==> src/rtl/wb_rr_arbiter.sv <==
`default_nettype none
// ============================================================================
//  Module   : wb_rr_arbiter
//  Purpose  : Round-robin Wishbone classic arbiter. Shares one master port
//             between NM requesting masters and drives the single master
//             interface of the downstream address-decoding router. The
//             winner keeps the grant while its CYC stays high. Masters that
//             are not granted are stalled and see no ACK or ERR.
//  Revision : 1.0  initial release
// ----------------------------------------------------------------------------
//  Ports
//    i_clk, i_reset_n      clock, asynchronous active-low reset
//    i_mcyc/i_mstb/i_mwe   per-master CYC / STB / WE           [NM]
//    i_maddr               per-master address, master k at [k*AW +: AW]
//    i_mdata               per-master write data, master k at [k*DW +: DW]
//    i_msel                per-master byte selects, master k at [k*SW +: SW]
//    o_mack, o_merr        per-master ACK / ERR                [NM]
//    o_mdata               read data, broadcast to every master
//    o_scyc ... o_ssel     shared bus towards the router
//    i_sack, i_sdata,
//    i_serr                response from the router
//    o_grant               one-hot registered grant (status)
//
//  Optional feature (macro WB_RR_ARBITER_TIMEOUT_EN):
//    A watchdog counts STB cycles without ACK/ERR. On reaching TIMEOUT it
//    pulses o_merr of the owner for one cycle and holds o_scyc/o_sstb low
//    until the owner drops CYC. Without the macro the arbiter waits forever.
// ============================================================================
module wb_rr_arbiter #(
  parameter int NM      = 4,
  parameter int AW      = 32,
  parameter int DW      = 32,
  parameter int SW      = DW / 8,
  parameter int TIMEOUT = 255
) (
  input  logic             i_clk,
  input  logic             i_reset_n,
  input  logic [NM-1:0]    i_mcyc,
  input  logic [NM-1:0]    i_mstb,
  input  logic [NM-1:0]    i_mwe,
  input  logic [NM*AW-1:0] i_maddr,
  input  logic [NM*DW-1:0] i_mdata,
  input  logic [NM*SW-1:0] i_msel,
  output logic [NM-1:0]    o_mack,
  output logic [DW-1:0]    o_mdata,
  output logic [NM-1:0]    o_merr,
  output logic             o_scyc,
  output logic             o_sstb,
  output logic             o_swe,
  output logic [AW-1:0]    o_saddr,
  output logic [DW-1:0]    o_sdata,
  output logic [SW-1:0]    o_ssel,
  input  logic             i_sack,
  input  logic [DW-1:0]    i_sdata,
  input  logic             i_serr,
  output logic [NM-1:0]    o_grant
);

  localparam int PW = (NM > 1) ? $clog2(NM) : 1;

  typedef enum logic [0:0] {
    ST_IDLE = 1'b0,
    ST_BUSY = 1'b1
  } state_t;

  state_t        r_state;
  state_t        w_state_nxt;
  logic [NM-1:0] r_grant;
  logic [NM-1:0] w_grant_nxt;
  logic [PW-1:0] r_ptr;
  logic [PW-1:0] w_ptr_nxt;
  logic [PW-1:0] r_gidx;       // binary index of the current owner
  logic [PW-1:0] w_gidx_nxt;

  logic          w_busy;
  logic          w_any_req;
  logic [PW-1:0] w_win;
  logic [PW:0]   w_win_inc;

  // Watchdog hooks; tied off when the feature is compiled out.
  logic          w_tmo_hit;    // one-cycle timeout error pulse
  logic          w_tmo_block;  // bus forced idle after a timeout

  assign w_busy = (r_state == ST_BUSY);

  // --------------------------------------------------------------------------
  // Per-master slices as unpacked arrays so the owner mux is a plain index.
  // --------------------------------------------------------------------------
  logic [AW-1:0] w_addr_arr [NM];
  logic [DW-1:0] w_data_arr [NM];
  logic [SW-1:0] w_sel_arr  [NM];

  genvar gk;
  generate
    for (gk = 0; gk < NM; gk++) begin : g_slice
      assign w_addr_arr[gk] = i_maddr[gk*AW +: AW];
      assign w_data_arr[gk] = i_mdata[gk*DW +: DW];
      assign w_sel_arr[gk]  = i_msel[gk*SW +: SW];
    end
  endgenerate

  // --------------------------------------------------------------------------
  // Round-robin search: first CYC at or after the pointer, wrapping modulo NM.
  // Scanned from the farthest offset down so the nearest requester wins.
  // --------------------------------------------------------------------------
  always_comb begin
    logic [PW:0]   v_sum;
    logic [PW-1:0] v_idx;
    w_any_req = 1'b0;
    w_win     = '0;
    v_sum     = '0;
    v_idx     = '0;
    for (int i = NM - 1; i >= 0; i--) begin
      v_sum = {1'b0, r_ptr} + (PW+1)'(i);
      if (v_sum >= (PW+1)'(NM)) begin
        v_sum = v_sum - (PW+1)'(NM);
      end
      v_idx = v_sum[PW-1:0];
      if (i_mcyc[v_idx]) begin
        w_any_req = 1'b1;
        w_win     = v_idx;
      end
    end
  end

  assign w_win_inc = {1'b0, w_win} + 1'b1;

  // --------------------------------------------------------------------------
  // FSM next state. The pointer only moves on grant, never on release.
  // --------------------------------------------------------------------------
  always_comb begin
    w_state_nxt = r_state;
    w_grant_nxt = r_grant;
    w_ptr_nxt   = r_ptr;
    w_gidx_nxt  = r_gidx;
    case (r_state)
      ST_IDLE: begin
        if (w_any_req) begin
          w_state_nxt = ST_BUSY;
          w_grant_nxt = {{(NM-1){1'b0}}, 1'b1} << w_win;
          w_gidx_nxt  = w_win;
          w_ptr_nxt   = (w_win_inc == (PW+1)'(NM)) ? '0 : w_win_inc[PW-1:0];
        end
      end
      ST_BUSY: begin
        // Release leaves one dead cycle before the next owner is granted.
        if (!i_mcyc[r_gidx]) begin
          w_state_nxt = ST_IDLE;
          w_grant_nxt = '0;
        end
      end
      default: begin
        w_state_nxt = ST_IDLE;
        w_grant_nxt = '0;
      end
    endcase
  end

  always_ff @(posedge i_clk or negedge i_reset_n) begin
    if (!i_reset_n) begin
      r_state <= ST_IDLE;
      r_grant <= '0;
      r_ptr   <= '0;
      r_gidx  <= '0;
    end else begin
      r_state <= w_state_nxt;
      r_grant <= w_grant_nxt;
      r_ptr   <= w_ptr_nxt;
      r_gidx  <= w_gidx_nxt;
    end
  end

`ifdef WB_RR_ARBITER_TIMEOUT_EN
  // --------------------------------------------------------------------------
  // Watchdog: counts owner STB cycles since the last ACK/ERR or grant.
  // --------------------------------------------------------------------------
  localparam int TW = (TIMEOUT < 256) ? 8 : 16;
  localparam logic [TW-1:0] c_timeout = TW'(TIMEOUT);

  logic [TW-1:0] r_tcnt;
  logic          r_tdone;

  assign w_tmo_hit   = w_busy & ~r_tdone & (r_tcnt == c_timeout);
  assign w_tmo_block = r_tdone;

  always_ff @(posedge i_clk or negedge i_reset_n) begin
    if (!i_reset_n) begin
      r_tcnt  <= '0;
      r_tdone <= 1'b0;
    end else if (!w_busy) begin
      // Held clear in IDLE, so every new grant starts from zero.
      r_tcnt  <= '0;
      r_tdone <= 1'b0;
    end else if (w_tmo_hit) begin
      r_tdone <= 1'b1;
    end else if (!r_tdone) begin
      if (i_sack || i_serr) begin
        r_tcnt <= '0;
      end else if (i_mstb[r_gidx]) begin
        r_tcnt <= r_tcnt + 1'b1;
      end
    end
  end
`else
  assign w_tmo_hit   = 1'b0;
  assign w_tmo_block = 1'b0;

  logic w_unused_cfg;
  assign w_unused_cfg = (TIMEOUT != 0);
`endif

  // --------------------------------------------------------------------------
  // Shared bus and response routing. Everything is gated by BUSY so an
  // asynchronous reset silences the bus and drops any in-flight ACK at once.
  // --------------------------------------------------------------------------
  always_comb begin
    o_scyc  = 1'b0;
    o_sstb  = 1'b0;
    o_swe   = 1'b0;
    o_saddr = '0;
    o_sdata = '0;
    o_ssel  = '0;
    o_mack  = '0;
    o_merr  = '0;
    if (w_busy) begin
      o_scyc  = i_mcyc[r_gidx] & ~w_tmo_block;
      o_sstb  = i_mstb[r_gidx] & ~w_tmo_block;
      o_swe   = i_mwe[r_gidx];
      o_saddr = w_addr_arr[r_gidx];
      o_sdata = w_data_arr[r_gidx];
      o_ssel  = w_sel_arr[r_gidx];
      // Slave responses are ignored on and after a watchdog expiry.
      o_mack[r_gidx] = i_sack & ~w_tmo_block & ~w_tmo_hit;
      o_merr[r_gidx] = (i_serr & ~w_tmo_block & ~w_tmo_hit) | w_tmo_hit;
    end
  end

  assign o_mdata = i_sdata;
  assign o_grant = r_grant;

endmodule
`default_nettype wire
==> config.mk <==
export PLATFORM = sky130hd
export DESIGN_NAME = wb_rr_arbiter
export DESIGN_NICKNAME = d
export VERILOG_FILES = /design/src/rtl/wb_rr_arbiter.sv
export SDC_FILE = /design/constraint.sdc
export NUM_CORES = 1
export LEC_CHECK = 0
export BUFFER_PORTS_ARGS = -buffer_cell sky130_fd_sc_hd__buf_2
export CAP_MARGIN = 40
export CORE_AREA = 2 2 171 173
export DETAILED_ROUTE_END_ITERATION = 8
export DIE_AREA = 0 0 173 175
export SLEW_MARGIN = 20
export SYNTH_ARGS = -nofsm -noshare
export SYNTH_HDL_FRONTEND = slang
export SYNTH_SLANG_ARGS = --single-unit
export TNS_END_PERCENT = 10
==> constraint.sdc <==
create_clock -name i_clk -period 1.8 [get_ports i_clk]
set_input_delay 0.45 -clock i_clk [delete_from_list [all_inputs] [get_ports i_clk]]
set_output_delay 0.45 -clock i_clk [all_outputs]
set_load 0.05 [all_outputs]
# ---- After elaboration in Yosys (flattened, before gate mapping)
# Index checks and enable logic that the tools add are counted.
# Widths: inputs -> output; s select.
dict set report word_totals {
  ff_bits 9
  latchBits 0
  mem_bits_rw 0
  mem_bits_ro 0
  inputBits 320
  output_inout_bits 115
  word_cells 86
  mem_count 0
}
dict set report classes {
  add_sub_neg 8
  multipliers 0
  div 0
  magnitude_cmp 11
  eq_ne 3
  shifts 1
  n_mux 52
  bitwise 4
  n_reduce_logical 3
}
# op count
set op_table {}
lappend op_table {{$mux 32} 6}
lappend op_table {{$bmux 32 s2} 2}
lappend op_table {{$mux 4} 7}
lappend op_table {{$mux 2} 9}
lappend op_table {{$mux 1} 17}
lappend op_table {{$lt 2x3->1 const B} 5}
lappend op_table {{$bmux 1 s2} 7}
lappend op_table {{$ge 3x3->1 const B} 4}
lappend op_table {{$and 4x4->4} 2}
lappend op_table {{$bmux 4 s2} 1}
lappend op_table {{$pmux 4 s2} 1}
lappend op_table {{$sub 2x1->2 const B} 4}
lappend op_table {{$add 2x1->3 const B} 2}
lappend op_table {{$add 2x2->3 const B} 2}
lappend op_table {{$ne 2x2->1 const B} 2}
lappend op_table {{$reduce_and 2->1} 2}
lappend op_table {{$shl 1x2->4 const A} 1}
lappend op_table {{$eq 3x3->1 const B} 1}
lappend op_table {{$ge 2x3->1 const B} 1}
lappend op_table {{$not 2->3} 1}
lappend op_table {{$demux 1 s2} 1}
lappend op_table {{$ge 2x1->1 const B} 1}
lappend op_table {{$pmux 1 s2} 1}
lappend op_table {{$logic_and 1x1->1} 1}
lappend op_table {{$not 1->1} 1}

# ---- Logic depth before layout (Yosys ltp)
dict set report logic_depth {
  depth_word 12
  ltp_mapped 6
  ltp_nobuf 6
}

# ---- Worst setup path after synthesis
# Ideal clock, no wire load.
dict set report synth_path {
  path_type {reg2out}
  from {register r_gidx[1]}
  to {output o_mack[0]}
  arrival_ns 1.903
  t_required_ns 1.350
  setup_slack_ns -0.553
  stages_incl_launch_ff 5
  path_cell_list {dfrtp_1 > buf_2 > buf_2 > buf_2 > nor3_1}
}
dict set report synth_between {
  elab_chain_len 6
}
# item line_no
set synth_rtl {}
lappend synth_rtl {{start, declared} 72} ;# logic [PW-1:0] r_gidx;
lappend synth_rtl {{start signal, assigned} 169} ;# r_gidx <= w_gidx_nxt;
lappend synth_rtl {{$lt 2x3->1 (implied by the code) / $ge 2x1->1 (equally long branches)} 233} ;# o_mack[r_gidx] = i_sack & ~w_tmo_block & ~w_tmo_hit;
lappend synth_rtl {{$logic_and 1x1->1 (implied by the code)} 233}
lappend synth_rtl {{$mux 1 (implied by the code)} 233}
lappend synth_rtl {{$demux 1 s2 (*)} 233}
lappend synth_rtl {{$and 4x4->4 (no line) (*)} -}
lappend synth_rtl {{$mux 4 (*)} 225} ;# if (w_busy) begin
lappend synth_rtl {{end, declared} 44} ;# output logic [NM-1:0] o_mack,
# Every way passes the cells marked *; elsewhere a longest branch is shown, timed or not.

# ---- Worst setup path in the final report
dict set report layout_path {
  from {register r_gidx[0]}
  to {output o_sdata[13]}
}
dict set report layout_between {
  elab_chain_len 5
}
# item line_no
set layout_rtl {}
lappend layout_rtl {{$not 2->3 (implied by the code)} 230} ;# o_sdata = w_data_arr[r_gidx];
lappend layout_rtl {{$bmux 32 s2} 230}
lappend layout_rtl {{$mux 32 (implied by the code) (2 in a row)} 230}
lappend layout_rtl {{$mux 32} 225}
lappend layout_rtl {{end, declared} 51} ;# output logic [DW-1:0] o_sdata,
# No other way between the ends. The select of a mux whose other input is x is not followed.

==> flow_summary.ini <==
[critical_path]
r2r_slack_ns = 0.13
ff2ff_path_depth = 6
crit_arrival_ns = 1.90
rr_startpoint = r_ptr[1]
cp-start-kind = flop
crit_end = o_sdata[13]
crit_required_ns = 1.35
regToRegEndpoint = o_grant[0]
worstSetupPathType = flop to output pin
end_kind = output pin
critPathMaxFanout = 9
worstSetupStartpoint = r_gidx[0]

[power_and_ir_drop]
power.leakage_nw = 2.87
power_switching_w = 0.00655
swShare_pct = 53.4
pwr_density_cell_nw_per_um2 = 2010
power.ir.vdd_worst_uv = 911
seq_power_share_pct = 3.7
clkPwrFrac_pct = 3.3
p_int_w = 0.00572
p_comb_share_pct = 93.0

[yosys]
syn_area_per_cell_um2 = 11.5
yosysSeqAreaShare_pct = 7.34
synth_adder_area_share_pct = 1.63
synth_simple_gate_area_share_pct = 19.7
synth_nets = 591
synth.ff_latch_count = 9
yosysWarnings = 0
netlist_top_cells_area = mux4_2 (52%), and2_1 (14%), buf_4 (8.1%)
synthMuxAreaShare_pct = 54.1
synth-compound-area-share_pct = 2.82
synth_cell_types = 27
synth_area_um2 = 3070
synth_top_family_by_area = multiplexers
synth_cells = 267
yosysTopAreaCellShare_pct = 52.1
synth_xor_xnor_area_share_pct = 0
yosysTopAreaCell = mux4_2

[placed_design]
io_buffers = 370
placed_area_um2 = 5490
hpwl_um = 14300
gp_congestion = 0.828
place_inst = 995
dp_slack_ns = -0.390

[clock_network]
clk_path_buf_depth = 2
clk-insertion-delay-late_ns = 0.24
clk_pin_slew_ns = 0.04
cts_made_buffers = 3
holdBufCountCts = 0
cts_root_buf = clkbuf_16
clock-sinks = 9
cts_tree = yes
htree_levels = 1

[routing]
antenna_left = 0
vias = 3820
first_pass_iters = 4
post_drt_wl_per_cell_um = 16.7
drc = 0
drt_iter0_drc = 168
viasPerCell = 3.80
routed_wl_um = 16800

[die]
die_w_um = 173
core-area_um2 = 28400
start_util_pct = 10.8
io-pin-count = 435
die_y_um = 175
rows = 62
die_area_um2 = 30300

[min_path]
hp-class = input port to async pin

[layout]
final_common_cell = buf_2
design_area_um2 = 6110
syn_to_final_growth_pct = 99.3
fillers = 3120
fin_cells = 1004
final_nets = 944
final_cell_mix = buf_2 (297), mux4_2 (71), buf_6 (52), and2_4 (50), buf_4 (42)
finish.utilization_pct = 21.5
drive_gt1_share_pct = 91.1

[grt]
grt_pass1_wl_um = 24200
track_usage_pct = 10.3
first_global_vias = 3966
grt-ovfl-total = 0
grt_max_degree = 50
antenna_found_initial = 0

[sta]
drv_slew = 0
setup_viol = 79
finalHoldViolCount = 0
period_minus_slack_ns = 2.35
post-route-worst-setup-slack_ns = -0.550
skew_ns = 0.00416
max_freq_mhz = 426
timing.final.crit_share_pct = 131
setup_tns_ns = -35.78
rsz0062_at_grt = yes
slew_headroom_pct = 78.4
tightest_slew_ns = 0.322

[run]
drv_cap = 0

[run_status]
violations = setup timing
status = finished, violations left
registers in the layout (all words and copies together) (netlist names):
signal,cells
r_ptr,2
r_gidx,2
r_state,1
o_grant,4
worst min-delay path by stage:
stage	from	to	cells after the start
after detailed placement	i_reset_n	o_grant[0]	1
after CTS	i_reset_n	o_grant[0]	1
after global routing	i_reset_n	o_grant[1]	1
after floorplan	i_reset_n	o_grant[0]	0
final	i_reset_n	o_grant[0]	1
after global placement	i_reset_n	o_grant[1]	1
critical path: stages (launching register included):
cell     delay, ns
dfrtp_4       0.48
buf_12        0.16
buf_6         0.15
mux4_2        0.51
and2_4        0.17
buf_4         0.18
cell type report:
cell class	count	area [µm²]	area share (%)
antenna	1	2.50	0.0409
clock buffer	3	75.1	1.23
clock inverter	1	5.00	0.0819
inverter	3	11.3	0.184
multi-input combinational	196	2590	42.4
sequential	9	235	3.85
tap	384	480	7.86
timing repair buffer	407	2710	44.4
synthesized netlist by cell type:
cell      instances
nor3_1            3
o41a_1            1
buf_12            4
o41ai_1           1
mux2i_1           5
and2_1           71
buf_4            33
o31ai_1           1
mux2_2            1
o21ai_0           7
nand3_1           4
dfrtp_1           9
mux4_2           71
buf_2            10
or2_2             2
ha_1              4
nor4_4            1
a21oi_1           3
buf_6             1
nor2b_1           1
clkbuf_1         11
or3_1             1
inv_1             3
nand2_1           4
nand2b_1          4
nor2_1           10
a221oi_1          1
power groups by stage:
stage,Clock (W),Sequential (W),Combinational [W]
final,0.000403,0.000456,0.0114
after global routing,0.000418,0.000476,0.0119
after CTS,0.000412,0.000456,0.0113
after detailed placement,0,0.000446,0.00987
after global placement,0,0.000440,0.00979
after floorplan,0,0.000494,0.00766
per-layer routing:
layer	routed length, µm	GRT usage [%]
met1	6510	13.0
met2	8690	18.3
met3	1350	2.22
met4	255	1.59
met5	0	0
what timing repair did:
action                     in CTS  in global routing
cloned                          1                  1
setup endpoints to repair      79                 83
pin swaps                       2                  0
gates resized for setup       143                 10
setup buffers                   1                  1
cell families (layout without fill, tap and decap cells):
family                   after synthesis  after routing
adder cells (fa/ha/maj)                4              4
buffers and inverters                 62            414
other                                  0              1
AND/OR/NAND/NOR                      101            101
multiplexers                          77             77
flip-flops                             9              9
AO/OA/AOI/OAI                         14             14
through the flow:
step / hold slack [ns] / power, W
after floorplan: 0.154 / 0.00816
after global placement: 0.319 / 0.0102
after detailed placement: 0.320 / 0.0103
after CTS: 0.0619 / 0.0122
after global routing: 0.0701 / 0.0128
final: 0.0638 / 0.0123
Power figures use the tool's default switching activity.
